`src/rtl/cla_pkg.sv`:
```
// Shared types and helpers for the pipelined carry-lookahead adder.
package cla_pkg;

    typedef enum logic {
        OP_ADD = 1'b0,
        OP_SUB = 1'b1
    } op_e;

    // Number of lookahead segments, one per pipeline stage.
    function automatic int cla_nseg(input int width, input int seg);
        return (width / seg < 1) ? 1 : width / seg;
    endfunction

endpackage

```
`src/rtl/cla_seg.sv`:
```
// Combinational W-bit carry-lookahead segment: 4-bit lookahead groups plus a
// second lookahead level across the groups.
module cla_seg #(
    parameter int W = 8
) (
    input  logic [W-1:0] a,
    input  logic [W-1:0] b,
    input  logic         ci,
    output logic [W-1:0] s,
    output logic         co,
    output logic         gm,
    output logic         pm
);

    localparam int NG = (W + 3) / 4;
    localparam int WP = NG * 4;

    logic [WP-1:0] ap, bp, p, g, c, sp;
    logic [NG-1:0] gg, gp;
    logic [NG:0]   gc;
    logic          acc, pacc;

    always_comb begin
        // Pad bits propagate (p=1, g=0) so a partial top group passes its carry out.
        ap = '1;
        bp = '0;
        ap[W-1:0] = a;
        bp[W-1:0] = b;
        p = ap ^ bp;
        g = ap & bp;

        for (int j = 0; j < NG; j++) begin
            gg[j] = g[4*j+3]
                  | (p[4*j+3] & g[4*j+2])
                  | (p[4*j+3] & p[4*j+2] & g[4*j+1])
                  | (p[4*j+3] & p[4*j+2] & p[4*j+1] & g[4*j]);
            gp[j] = &p[4*j +: 4];
        end

        acc   = 1'b0;
        pacc  = 1'b0;
        gc    = '0;
        gc[0] = ci;
        for (int j = 0; j < NG; j++) begin
            acc  = gg[j];
            pacc = gp[j];
            for (int i = j - 1; i >= 0; i--) begin
                acc  = acc | (pacc & gg[i]);
                pacc = pacc & gp[i];
            end
            gc[j+1] = acc | (pacc & ci);
        end
        gm = acc;
        pm = pacc;

        c = '0;
        for (int j = 0; j < NG; j++) begin
            c[4*j]   = gc[j];
            c[4*j+1] = g[4*j] | (p[4*j] & gc[j]);
            c[4*j+2] = g[4*j+1]
                     | (p[4*j+1] & g[4*j])
                     | (p[4*j+1] & p[4*j] & gc[j]);
            c[4*j+3] = g[4*j+2]
                     | (p[4*j+2] & g[4*j+1])
                     | (p[4*j+2] & p[4*j+1] & g[4*j])
                     | (p[4*j+2] & p[4*j+1] & p[4*j] & gc[j]);
        end

        sp = p ^ c;
        s  = sp[W-1:0];
        co = gc[NG];
    end

endmodule

```
`src/rtl/cla_pipe_adder.sv`:
```
// Pipelined CLA adder/subtractor: one SEG_WIDTH lookahead segment per stage,
// carry registered between stages, global stall on output backpressure.
module cla_pipe_adder
    import cla_pkg::*;
#(
    parameter int WIDTH     = 32,
    parameter int SEG_WIDTH = 8
) (
    input  logic             clk,
    input  logic             rst,
    input  logic             in_valid,
    output logic             in_ready,
    input  logic [WIDTH-1:0] a,
    input  logic [WIDTH-1:0] b,
    input  logic             ci,
    input  op_e              op,
    output logic             out_valid,
    input  logic             out_ready,
    output logic [WIDTH-1:0] s,
    output logic             co,
    output logic             ovf,
    output logic             zero
);

    localparam int NSEG = cla_nseg(WIDTH, SEG_WIDTH);
    localparam int SW   = SEG_WIDTH;

    if (WIDTH % SEG_WIDTH != 0) begin : g_width_chk
        $error("cla_pipe_adder: WIDTH %0d is not a multiple of SEG_WIDTH %0d", WIDTH, SEG_WIDTH);
    end

    logic [NSEG-1:0]  vld_pipe;
    logic [WIDTH-1:0] b_eff;
    logic             c_eff;
    logic             stall;

    assign out_valid = vld_pipe[NSEG-1];
    assign stall     = out_valid & ~out_ready;
    assign in_ready  = ~stall;

    // Subtraction is a + ~b + 1; the caller's ci only matters for adds.
    assign b_eff = (op == OP_SUB) ? ~b : b;
    assign c_eff = (op == OP_SUB) ? 1'b1 : ci;

    always_ff @(posedge clk or posedge rst) begin
        if (rst)
            vld_pipe <= '0;
        else if (!stall)
            vld_pipe <= (vld_pipe << 1) | NSEG'(in_valid);
    end

    for (genvar k = 0; k < NSEG; k++) begin : g_stage
        localparam int LO = k * SW;        // result bits already resolved
        localparam int HI = WIDTH - LO;    // operand bits still pending

        logic [HI-1:0]    a_in, b_in;
        logic             c_in;
        logic [SW-1:0]    seg_s;
        logic             seg_co, seg_gm, seg_pm;
        logic [LO+SW-1:0] s_cat, s_r;

        if (k == 0) begin : g_head
            assign a_in  = a;
            assign b_in  = b_eff;
            assign c_in  = c_eff;
            assign s_cat = seg_s;
        end else begin : g_tail
            assign a_in  = g_stage[k-1].g_fwd.a_r;
            assign b_in  = g_stage[k-1].g_fwd.b_r;
            assign c_in  = g_stage[k-1].g_fwd.c_r;
            assign s_cat = {seg_s, g_stage[k-1].s_r};
        end

        cla_seg #(.W(SW)) u_seg (
            .a  (a_in[SW-1:0]),
            .b  (b_in[SW-1:0]),
            .ci (c_in),
            .s  (seg_s),
            .co (seg_co),
            .gm (seg_gm),
            .pm (seg_pm)
        );

        // Group generate/propagate must agree with the segment's own carry out.
        always_ff @(posedge clk) begin
            assert (seg_co == (seg_gm | (seg_pm & c_in)));
        end

        // Completed low sum bits grow by one slice per stage (de-skew).
        always_ff @(posedge clk or posedge rst) begin
            if (rst)
                s_r <= '0;
            else if (!stall)
                s_r <= s_cat;
        end

        if (k < NSEG - 1) begin : g_fwd
            // Only the operand bits not yet consumed travel onward (skew).
            logic [HI-SW-1:0] a_r, b_r;
            logic             c_r;

            always_ff @(posedge clk or posedge rst) begin
                if (rst) begin
                    a_r <= '0;
                    b_r <= '0;
                    c_r <= 1'b0;
                end else if (!stall) begin
                    a_r <= a_in[HI-1:SW];
                    b_r <= b_in[HI-1:SW];
                    c_r <= seg_co;
                end
            end
        end else begin : g_last
            logic co_r, ovf_r, zero_r;
            logic msb_ci;

            // Carry into the MSB recovered from its sum bit.
            assign msb_ci = a_in[HI-1] ^ b_in[HI-1] ^ seg_s[SW-1];

            always_ff @(posedge clk or posedge rst) begin
                if (rst) begin
                    co_r   <= 1'b0;
                    ovf_r  <= 1'b0;
                    zero_r <= 1'b0;
                end else if (!stall) begin
                    co_r   <= seg_co;
                    ovf_r  <= seg_co ^ msb_ci;
                    zero_r <= (s_cat == '0);
                end
            end
        end
    end

    assign s    = g_stage[NSEG-1].s_r;
    assign co   = g_stage[NSEG-1].g_last.co_r;
    assign ovf  = g_stage[NSEG-1].g_last.ovf_r;
    assign zero = g_stage[NSEG-1].g_last.zero_r;

endmodule
```
`config.mk`:
```
export PLATFORM = sky130hd
export DESIGN_NAME = cla_pipe_adder
export DESIGN_NICKNAME = d
export VERILOG_FILES = /design/src/rtl/cla_pkg.sv /design/src/rtl/cla_seg.sv /design/src/rtl/cla_pipe_adder.sv
export SDC_FILE = /design/constraint.sdc
export NUM_CORES = 1
export LEC_CHECK = 0
export ABC_AREA = 1
export BUFFER_PORTS_ARGS = -buffer_cell sky130_fd_sc_hd__buf_2
export CORE_MARGIN = 1
export CORE_UTILIZATION = 55
export CTS_CLUSTER_DIAMETER = 150
export DETAILED_ROUTE_END_ITERATION = 10
export HOLD_SLACK_MARGIN = 0.02
export PLACE_DENSITY = 0.72
export SLEW_MARGIN = 20
export SYNTH_ARGS = -nofsm -noshare
export SYNTH_HDL_FRONTEND = slang
export SYNTH_SLANG_ARGS = --single-unit
```
`constraint.sdc`:
```
create_clock -name clk -period 16.57 [get_ports clk]
set_input_delay 0.8285 -clock clk [delete_from_list [all_inputs] [get_ports clk]]
set_output_delay 0.8285 -clock clk [all_outputs]
set_load 0.02 [all_outputs]
```
==> run_results.csv, run 1 <==
group,metric,value,unit
logic_synthesis,postSynthCellCount,993,
timing,maxSlewHeadroom,36.78,%
timing,worstMarginPinSlew,0.9483,ns
clock_network,cts_tree,"yes",
clock_network,clock_sinks,186,
pwr,seqPwrFrac,41.6,%
floorplanning,rows,45,
setup_path,cp_max_fo,90,
floorplanning,die_h,127.6,µm
pwr,p_switching,0.0007374,W
pwr,p_leak,5.126,nW
timing,tns,0,ns
timing,hold-worst-slack,0.4570,ns
logic_synthesis,yosysUniqueCellTypes,29,
status,status,"finished clean",
final_layout,area_delta_synth_final,13.38,%
clock_network,numCtsBuffers,17,
timing,worst_slack,13.34,ns
clock_network,postCtsSetupRepairBufs,0,
floorplanning,coreArea,15310,µm²
final_layout,nNetsFinal,1189,
drt,drt_first_pass_iters,4,
setup_path,worstSetupPathType,"in2out",
timing,fmax,0.3098,GHz
drt,ant_nets,0,
pwr,swShare,39.54,%
timing,finalCritPeriodShare,19.48,%
drt,vias_per_cell,4.892,
clock_network,clk_latency,0.43,ns
setup_path,critPathLaunchType,"primary input",
drt,initialDrtViolationCount,417,
clock_network,cts-root-buf,"clkbuf_16",
floorplanning,die_area,16290,µm²
clock_network,path_clk_slew,0.06,ns
global_route,grt-ovfl-total,0,
logic_synthesis,yosysMostFrequentCell,"nand2_1",
final_layout,n_fill_cell,1390,
logic_synthesis,netlist_top_cells_count,"nand2_1, dfrtp_1, o21ai_0",
global_route,grt_pass1_wl,28390,µm
worst_hold_path,worstHoldPathType,"reg2reg",
timing,hold_violations,0,
pwr,p_clk_share,20.5,%
drt,remaining_drc_errors,0,
clock_network,clockBufferDepth,2,
floorplanning,start_util,56.67,%
global_route,grt_antenna_before_repair,0,
logic_synthesis,synth-seq-area-share,53.63,%
clock_network,cts.htree.levels,4,
logic_synthesis,syn_nets,1103,
drt,vias,6374,
setup_path,critPathRequiredTime,15.74,ns
final_layout,final_layout_size_suffix_gt1_share,14.29,%
logic_synthesis,avgSynthCellArea,8.739,µm²
clock_network,holdBufCountCts,0,
logic_synthesis,ys.flop_type,"dfrtp_1",
setup_path,arrival,2.40,ns
drt,drt-total-wl,16380,µm
placement,place_congestion,0.8377,
placement,pre_cts_ws,13.19,ns
clock_network,cts_resized,0,
placement,portBuffers,106,
logic_synthesis,synth_edf_count,0,
timing,setup_viol,0,
pwr,intPower,0.001128,W
pwr,p_per_area,189.6,nW/µm²
logic_synthesis,ys_ff_latch,186,
timing,post-route-min-period,3.228,ns
logic_synthesis,netlist_area,8678,µm²
placement,dp.final_hpwl,10830,µm
run,cap_viol_max_count,0,
logic_synthesis,synth_top_area_share,53.63,%
logic_synthesis,synthTopCellsByArea,"dfrtp_1, nand2_1, o21ai_0, ha_1, xnor2_1",
final_layout,antenna_cells,0,
pwr,vdd_drop_max,0.0001179,V
timing,drv_slew,0,
setup_path,cp-end-kind,"output port",
pwr,combPwrFrac,37.9,%
logic_synthesis,ys.warnings.count,0,
global_route,grt_usage,22.15,%
timing,timing.clock.skew,0.009208,ns
logic_synthesis,synth_top_area_cell,"dfrtp_1",
global_route,grt_pass1_vias,6079,
floorplanning,die-width,127.6,µm
drt,wire_per_inst,12.57,µm
global_route,grt_max_degree,134,
logic_synthesis,synthArstFlopShare,100.0,%
floorplanning,ios,107,
timing,rsz0062_at_grt,"false",
-- layer usage --
metal  vias to the layer above  part of all wire (%)  track usage (%)
li1                       3296                     -                -
met1                      2950                    50            31.46
met2                       112                    46            34.27
met3                        16                   3.2            4.899
met4                         0                   1.3            6.782
met5                         -                     0                0
-- cell type report --
| class | instances | area (µm²) | area share, % |
|---|---|---|---|
| repair buffers | 111 | 571.8 | 5.811 |
| clock buffers | 19 | 442.9 | 4.502 |
| clock inverters | 13 | 121.4 | 1.233 |
| inverters | 63 | 246.5 | 2.505 |
| flip-flops and latches | 186 | 4654 | 47.30 |
| well taps | 211 | 264.0 | 2.683 |
| multi-input cells | 700 | 3538 | 35.96 |
-- critical path: stages --
cell and delay [ns]:
buf_2 0.11, nor2_4 0.08, buf_4 0.66, inv_4 0.41
buf_2 0.28
-- cells in the final DEF (no fill, tap or decap), drive strengths merged --
| cell | Yosys | final |
|---|---|---|
| a21o | 3 | 3 |
| a21oi | 13 | 13 |
| a31oi | 7 | 7 |
| and2 | 1 | 1 |
| and3 | 4 | 4 |
| buf | 37 | 111 |
| bufinv | 0 | 1 |
| clkbuf | 7 | 19 |
| clkinv | 0 | 9 |
| clkinvlp | 0 | 2 |
| dfrtp | 186 | 186 |
| fa | 8 | 8 |
| ha | 32 | 32 |
| inv | 63 | 64 |
| nand2 | 410 | 410 |
| nand3 | 23 | 23 |
| nand3b | 3 | 3 |
| nand4 | 5 | 5 |
| nor2 | 44 | 44 |
| nor3 | 2 | 2 |
| o21ai | 102 | 102 |
| o21bai | 1 | 1 |
| o31ai | 1 | 1 |
| or2 | 1 | 1 |
| xnor2 | 30 | 30 |
| xor2 | 10 | 10 |
-- through the flow --
stage	util [%]	total power, W	instances	cell area (µm²)
5_1_grt	64.25	0.002027	1303	9839
2_1_floorplan	-	0.001305	993	8678
6_report	64.25	0.001865	1303	9839
3_3_place_gp	60.54	0.001462	1271	9271
3_5_place_dp	60.54	0.001492	1271	9271
4_1_cts	64.22	0.001885	1303	9836
-- cells by family after synthesis --
kind of cell	synth area share, %
AO/OA/AOI/OAI	7.569
AND/OR/NAND/NOR	22.71
adder cells (fa/ha/maj)	6.459
buffers and inverters	5.594
XOR/XNOR	4.037
flip-flops	53.63
-- worst paths after layout --
| kind | start | end | slack [ns] | depth (start not counted) |
|---|---|---|---|---|
| max | out_ready | in_ready | 13.34 | 5 |
| min | vld_pipe[2] | vld_pipe[3] | 0.46 | 2 |
| max reg2reg | vld_pipe[3] | g_stage[1].g_fwd.c_r | 13.90 | 8 |
| min reg2reg | vld_pipe[2] | vld_pipe[3] | 0.46 | 2 |
| max in group asynchronous | rst | g_stage[0].s_r[4] | 14.69 | 3 |
| min in group asynchronous | rst | g_stage[0].g_fwd.a_r[20] | 0.51 | 2 |
-- power by group through the flow --
stage / combinational [W] / sequential (W) / clock, W
floorplan: 0.000501 / 0.000804 / 0
global placement: 0.000685 / 0.000778 / 0
detailed placement: 0.000710 / 0.000783 / 0
CTS: 0.000717 / 0.000777 / 0.000391
global route: 0.000817 / 0.000801 / 0.000409
finish: 0.000707 / 0.000776 / 0.000382
-- sequential cells by signal, indices dropped and copies added (netlist names) --
name,flops
vld_pipe,4
g_stage.g_fwd.c_r,3
ovf,1
g_stage.g_fwd.a_r,48
g_stage.s_r,48
co,1
g_stage.g_fwd.b_r,48
s,32
zero,1
Note: power is estimated with default switching activity, not from simulation.
==> run 2, diff against run 1 <==
- ABC_AREA: 1 -> 0
- CORE_UTILIZATION: 55 -> 52
- clock period: 16.57 -> 2.87 ns (I/O delays scaled with it)
==> run 2 against run 1 <==
  * Critical path depth rose by 6
  * Die area rose by 4.1%
  * Synthesized cell count fell by 5.7%
  * Clock skew rose by 0.00088 ns
  * Synthesized area fell by 1.5%
  * Sequential cell count did not move
  * Cell count fell by 0.69%
  * Hold slack got worse by 0.43 ns
==> run_results.csv, run 2 <==
group,metric,value,unit
drt,drt-total-wl,16810,µm
placement,place_congestion,0.8037,
setup_path,cpMostUsedCell,"nor2_1",
logic_synthesis,synth_edf_count,0,
setup_path,cp_slowest_cell,"fa_1",
clock_network,cts.htree.levels,4,
clock_network,path_clk_slew,0.07,ns
final_layout,largestRegisters,"g_stage.g_fwd.a_r: 48 flops, g_stage.g_fwd.b_r: 48 flops, g_stage.s_r: 48 flops",
logic_synthesis,yosysUniqueCellTypes,47,
timing,timing.clock.skew,0.01009,ns
global_route,grt_usage,21.17,%
drt,wl_met1,7945,µm
logic_synthesis,ys_ff_latch,186,
timing,setup_viol,0,
pwr,intPower,0.006900,W
final_layout,layout_commonest_cell,"nand2_1",
pwr,p_switching,0.004306,W
logic_synthesis,synthTopCellsByArea,"dfrtp_1, nand2_1, ha_1, xnor2_1, o21ai_0",
timing,worst_slack,0.1939,ns
clock_network,cts-root-buf,"clkbuf_16",
timing,worstMarginPinSlew,0.8694,ns
setup_path,cp-end-kind,"flip-flop",
pwr,p_clk_share,20.8,%
timing,hold-worst-slack,0.03136,ns
logic_synthesis,postSynthCellCount,936,
logic_synthesis,ys.flop_type,"dfrtp_1",
floorplanning,ios,107,
clock_network,clk_latency,0.42,ns
logic_synthesis,synth_top_area_share,54.47,%
floorplanning,die_h,130.2,µm
floorplanning,start_util,53.59,%
drt,remaining_drc_errors,0,
drt,routed.top_layer,"met4",
logic_synthesis,syn_nets,1046,
logic_synthesis,netlist_top_cells_count,"nand2_1, dfrtp_1, o21ai_0",
floorplanning,coreArea,15940,µm²
pwr,power.total,0.01121,W
pwr,combPwrFrac,38.8,%
timing,maxSlewHeadroom,42.04,%
drt,vias_per_cell,4.896,
final_layout,n_fill_cell,1351,
global_route,grt_pass1_vias,5881,
timing,hold_violations,0,
final_layout,final_layout_size_suffix_gt1_share,14.94,%
status,status,"finished clean",
global_route,grt_antenna_before_repair,0,
timing,post-route-min-period,2.676,ns
logic_synthesis,synth_top_area_cell,"dfrtp_1",
run,cap_viol_max_count,0,
logic_synthesis,synth-seq-area-share,54.47,%
setup_path,critPathRequiredTime,3.18,ns
setup_path,worstPathCellList,"ha_1 -> a211oi_2 -> nor2_1 -> o21ai_1 -> nand2b_1 -> fa_1 -> nor4_2 -> nand4_1 -> nor2_1 -> nand3_1 -> o41ai_2",
timing,tns,0,ns
clock_network,numCtsBuffers,17,
setup_path,reg2reg_from,"g_stage[2].g_fwd.b_r[0]",
setup_path,reg2reg_slack,0.19,ns
global_route,grt_pass1_wl,28100,µm
pwr,seqPwrFrac,40.4,%
setup_path,critPathLaunchType,"flip-flop",
global_route,grt-ovfl-total,0,
timing,drv_slew,0,
drt,initialDrtViolationCount,409,
timing,rsz0062_at_grt,"false",
timing,fmax,0.3737,GHz
final_layout,nNetsFinal,1175,
drt,ant_nets,0,
drt,dr_wl_met2,8145,µm
floorplanning,die-width,130.2,µm
clock_network,cts_tree,"yes",
clock_network,clockBufferDepth,2,
global_route,grt_max_degree,206,
placement,dp.final_hpwl,10780,µm
logic_synthesis,ys.warnings.count,0,
worst_hold_path,worstHoldPathType,"in2reg",
timing,finalCritPeriodShare,93.24,%
final_layout,antenna_cells,0,
pwr,p_leak,5.249,nW
setup_path,worstSetupPathType,"reg2reg",
logic_synthesis,yosysMostFrequentCell,"nand2_1",
setup_path,arrival,2.99,ns
setup_path,cp_max_fo,3,
final_layout,area_delta_synth_final,20.87,%
clock_network,clock_sinks,186,
drt,wire_per_inst,12.99,µm
logic_synthesis,netlist_area,8544,µm²
pwr,swShare,38.43,%
placement,pre_cts_ws,-0.008670,ns
floorplanning,die_area,16950,µm²
drt,dr_wl_met3,584,µm
worst_hold_path,hold_path_startpoint,"b[21]",
drt,drt_first_pass_iters,4,
pwr,vdd_drop_max,0.0006620,V
logic_synthesis,synthArstFlopShare,100.0,%
final_layout,final_cell_mix,"nand2_1, dfrtp_1, buf_2, dlygate4sd3_1, o21ai_0",
placement,portBuffers,106,
floorplanning,rows,46,
logic_synthesis,avgSynthCellArea,9.129,µm²
setup_path,slowest_delay,0.47,ns
setup_path,cp-startpoint,"g_stage[2].g_fwd.b_r[0]",
pwr,p_per_area,1085,nW/µm²
drt,vias,6335,
-- run 2: logic make-up (layout without fill, tap and decap cells) --
kind of cell / count (synthesis) / in the layout / synth area share [%]
adders and majority gates: 40 / 40 / 6.560
and+or+nand+nor: 489 / 489 / 22.65
muxes: 3 / 3 / 0.3807
AOI/OAI and AO/OA: 104 / 104 / 7.673
xor gates and xnor gates: 50 / 50 / 5.213
buffers and inverters: 64 / 206 / 3.046
DFF: 186 / 186 / 54.47
-- run 2: timing repair --
| action | in CTS | in global routing |
|---|---|---|
| setup buffers | 0 | 1 |
| endpoints found under the hold margin | 70 | 0 |
| cloned | 0 | 0 |
| pin swaps | 1 | 1 |
| endpoints found under the setup margin | 1 | 1 |
| gates resized for setup | 0 | 2 |
| hold buffers | 42 | 0 |
-- run 2: worst max-delay path: cells and delay by family, from the launching register on --
family                   cells  cell delay, ns
adder cells (fa/ha/maj)      2            0.79
AO/OA/AOI/OAI                3            0.69
AND/OR/NAND/NOR              6            0.67
flip-flops                   1            0.41
-- run 2: metal layers --
metal | global-route usage, % | vias to the layer above
met5 | 0 | -
met4 | 4.993 | 0
met3 | 4.592 | 8
met2 | 34.26 | 117
met1 | 29.20 | 2942
li1 | - | 3268
-- run 2: metrics by stage --
step,cells,utilization (%),instance area [µm²]
final,1294,64.78,10330
after detailed placement,1219,58.30,9294
after floorplan,936,-,8548
after global placement,1219,58.30,9294
after CTS,1293,64.69,10310
after global routing,1294,64.78,10330
-- run 2: path summary, 6_finish.rpt --
| path | to | depth (start not counted) |
|---|---|---|
| worst min register to register | s[5] | 2 |
| min in group asynchronous | s[3] | 3 |
| worst max-delay path | zero | 11 |
| worst min-delay path | g_stage[0].g_fwd.b_r[13] | 3 |
| worst max register to register | zero | 11 |
| max in group asynchronous | g_stage[1].g_fwd.a_r[4] | 4 |
-- run 2: layout make-up --
| type | count | area, µm² | area share (%) |
|---|---|---|---|
| clock buffers | 19 | 452.9 | 4.386 |
| multi-input cells | 686 | 3643 | 35.28 |
| inverters | 18 | 73.82 | 0.7148 |
| flip-flops and latches | 186 | 4654 | 45.07 |
| repair buffers | 156 | 1086 | 10.52 |
| clock inverters | 13 | 146.4 | 1.417 |
| well taps | 216 | 270.3 | 2.617 |
-- run 2: power groups by stage --
stage          Combinational [W]  Sequential, W  Clock [W]
2_1_floorplan            0.00302        0.00467          0
3_3_place_gp             0.00420        0.00453          0
3_5_place_dp             0.00431        0.00456          0
4_1_cts                  0.00438        0.00453    0.00238
5_1_grt                  0.00497        0.00467    0.00249
6_report                 0.00435        0.00452    0.00233
==> run 3, diff against run 2 <==
- CELL_PAD_IN_SITES_DETAIL_PLACEMENT: default -> 1
- CELL_PAD_IN_SITES_GLOBAL_PLACEMENT: default -> 1
- CORE_UTILIZATION: 52 -> 40
==> run 3 against run 2 <==
  * Critical path depth unchanged
  * Setup slack worse by 0.0011 ns
  * Via count grew 3.0%
  * Design area up 1.1%
  * Die area rose by 30%
  * Cell count is 5.3% higher
  * Sequential power barely moved
  * Hold slack gained 0.015 ns
  * First-iteration DRC count decreased by 31%
  * Critical path type unchanged
  * Largest cell class unchanged
  * Highest routed layer unchanged
==> run_results.csv, run 3 (same netlist as run 2, synthesis figures left out) <==
group,metric,value,unit
timing,hold-worst-slack,0.04681,ns
timing,worst_slack,0.1929,ns
global_route,grt_antenna_before_repair,0,
final_layout,nNetsFinal,1185,
drt,drt_first_pass_iters,6,
setup_path,critPathLaunchType,"flip-flop",
setup_path,reg2reg_to,"zero",
timing,rsz0062_at_grt,"true",
timing,maxSlewHeadroom,49.11,%
placement,portBuffers,106,
final_layout,antenna_cells,0,
final_layout,largestRegisters,"g_stage.g_fwd.a_r: 48 flops, g_stage.g_fwd.b_r: 48 flops, g_stage.s_r: 48 flops",
drt,remaining_drc_errors,0,
global_route,grt_usage,18.95,%
final_layout,final_layout_size_suffix_gt1_share,15.17,%
final_layout,area_delta_synth_final,22.21,%
floorplanning,start_util,40.78,%
final_layout,final_cell_mix,"nand2_1, dfrtp_1, buf_2, dlygate4sd3_1, o21ai_0",
setup_path,reg2reg_from,"g_stage[2].g_fwd.a_r[0]",
final_layout,final-instance-count-excl-fill,1363,
global_route,grt_pass1_wl,32990,µm
final_layout,n_fill_cell,2418,
setup_path,cp_num_buf_inv,0,
placement,dp.cells,1280,
timing,timing.clock.skew,0.009699,ns
timing,worstMarginPinSlew,0.7634,ns
setup_path,crit_end,"zero",
setup_path,cp-end-kind,"flip-flop",
final_layout,multi_input_area,3672,µm²
floorplanning,die_h,148.2,µm
drt,drt-total-wl,19500,µm
clock_network,clk_latency,0.43,ns
clock_network,cts_tree,"yes",
drt,vias,6525,
global_route,grt-ovfl-total,0,
pwr,vdd_drop_max,0.0004075,V
status,status,"finished clean",
placement,place_congestion,0.8092,
drt,ant_nets,0,
global_route,grt_max_degree,187,
global_route,use_met1,25.55,%
setup_path,cp_max_fo,2,
global_route,grt_use_met3,3.650,%
setup_path,reg2reg_depth,11,
clock_network,path_clk_slew,0.07,ns
clock_network,clock_sinks,186,
pwr,power.total,0.01130,W
floorplanning,die-width,148.2,µm
pwr,p_leak,5.252,nW
global_route,grt_pass1_vias,6698,
final_layout,utilization,49.83,%
final_layout,layout_commonest_cell,"nand2_1",
setup_path,slowest_delay,0.53,ns
clock_network,cts-root-buf,"clkbuf_16",
floorplanning,rows,53,
clock_network,cts.htree.levels,4,
setup_path,worstSetupPathType,"reg2reg",
final_layout,regArea,4654,µm²
floorplanning,coreArea,20960,µm²
timing,finalCritPeriodShare,93.28,%
placement,pre_cts_ws,-0.1016,ns
drt,initialDrtViolationCount,284,
setup_path,cp-startpoint,"g_stage[2].g_fwd.a_r[0]",
setup_path,arrival,3.00,ns
setup_path,reg2reg_slack,0.19,ns
global_route,grt_busiest_layer,"met2",
floorplanning,die_area,21950,µm²
setup_path,critPathTopFamily,"simple AND/OR/NAND/NOR gates",
pwr,p_per_area,1082,nW/µm²
timing,setup_viol,0,
global_route,met2_usage,31.48,%
timing,post-route-min-period,2.677,ns
setup_path,cpMostUsedCell,"nor2_1",
clock_network,clockBufferDepth,2,
timing,fmax,0.3735,GHz
placement,dp.final_hpwl,12440,µm
timing,hold_violations,0,
setup_path,crit_cells,11,
floorplanning,ios,107,
setup_path,critPathRequiredTime,3.19,ns
setup_path,worstPathCellList,"ha_4 -> a211oi_2 -> nor2_1 -> o21ai_1 -> nand2b_1 -> fa_1 -> nor4_2 -> nand4_1 -> nor2_1 -> nand3_1 -> o41ai_2",
setup_path,cp_slowest_cell,"fa_1",
drt,wire_per_inst,14.31,µm
drt,vias_per_cell,4.787,
worst_hold_path,worstHoldPathType,"in2reg",
worst_hold_path,min_path_cells,3,
run,cap_viol_max_count,0,
timing,drv_slew,0,
clock_network,numCtsBuffers,17,
[run 3: area by class of cell]
cell class / count / area share, %
well taps: 275 / 3.295
repair buffers: 166 / 11.10
clock buffers: 20 / 4.182
multi-input cells: 686 / 35.17
clock inverters: 12 / 0.9825
flip-flops and latches: 186 / 44.57
inverters: 18 / 0.7069
[run 3: worst reg2reg max path: cells and delay by family, from the launching register on]
family	cells	cell delay, ns
compound gates	3	0.56
fa+ha+maj	2	0.79
flops	1	0.41
simple gates	6	0.82
[run 3: worst min-delay path by stage]
stage / slack [ns] / from / endpoint
after floorplan: 0.26 / a[18] / g_stage[0].g_fwd.a_r[10]
after global placement: 0.34 / a[19] / g_stage[0].g_fwd.a_r[11]
after detailed placement: 0.35 / a[14] / g_stage[0].g_fwd.a_r[6]
after CTS: 0.04 / b[19] / g_stage[0].g_fwd.b_r[11]
after global routing: 0.06 / b[19] / g_stage[0].g_fwd.b_r[11]
final: 0.05 / b[19] / g_stage[0].g_fwd.b_r[11]
[run 3: metal layers]
layer,wire (µm),up-vias,share of wire [%]
li1,-,3274,-
met1,9300,3145,48
met2,9502,92,49
met3,550,14,2.8
met4,145,0,0.74
met5,0,-,0
[run 3: timing repair]
action	CTS	global route
endpoints found under the setup margin	1	1
cloned	0	0
setup buffers	0	2
hold buffers	47	1
endpoints found under the hold margin	47	49
gates resized for setup	1	5
pin swaps	1	6
[run 3: metrics by stage]
stage	area, µm²	setup TNS, ns
after floorplan	8548	0
after global placement	9345	0
after detailed placement	9345	-0.1016
after CTS	10360	0
after global routing	10440	-0.06692
final	10440	0
[run 3: where the power goes]
| group | switching [W] | internal (W) |
|---|---|---|
| sequential | 0.000758 | 0.00379 |
| clock | 0.00102 | 0.00119 |
| combinational | 0.00271 | 0.00183 |
| total | 0.00448 | 0.00681 |
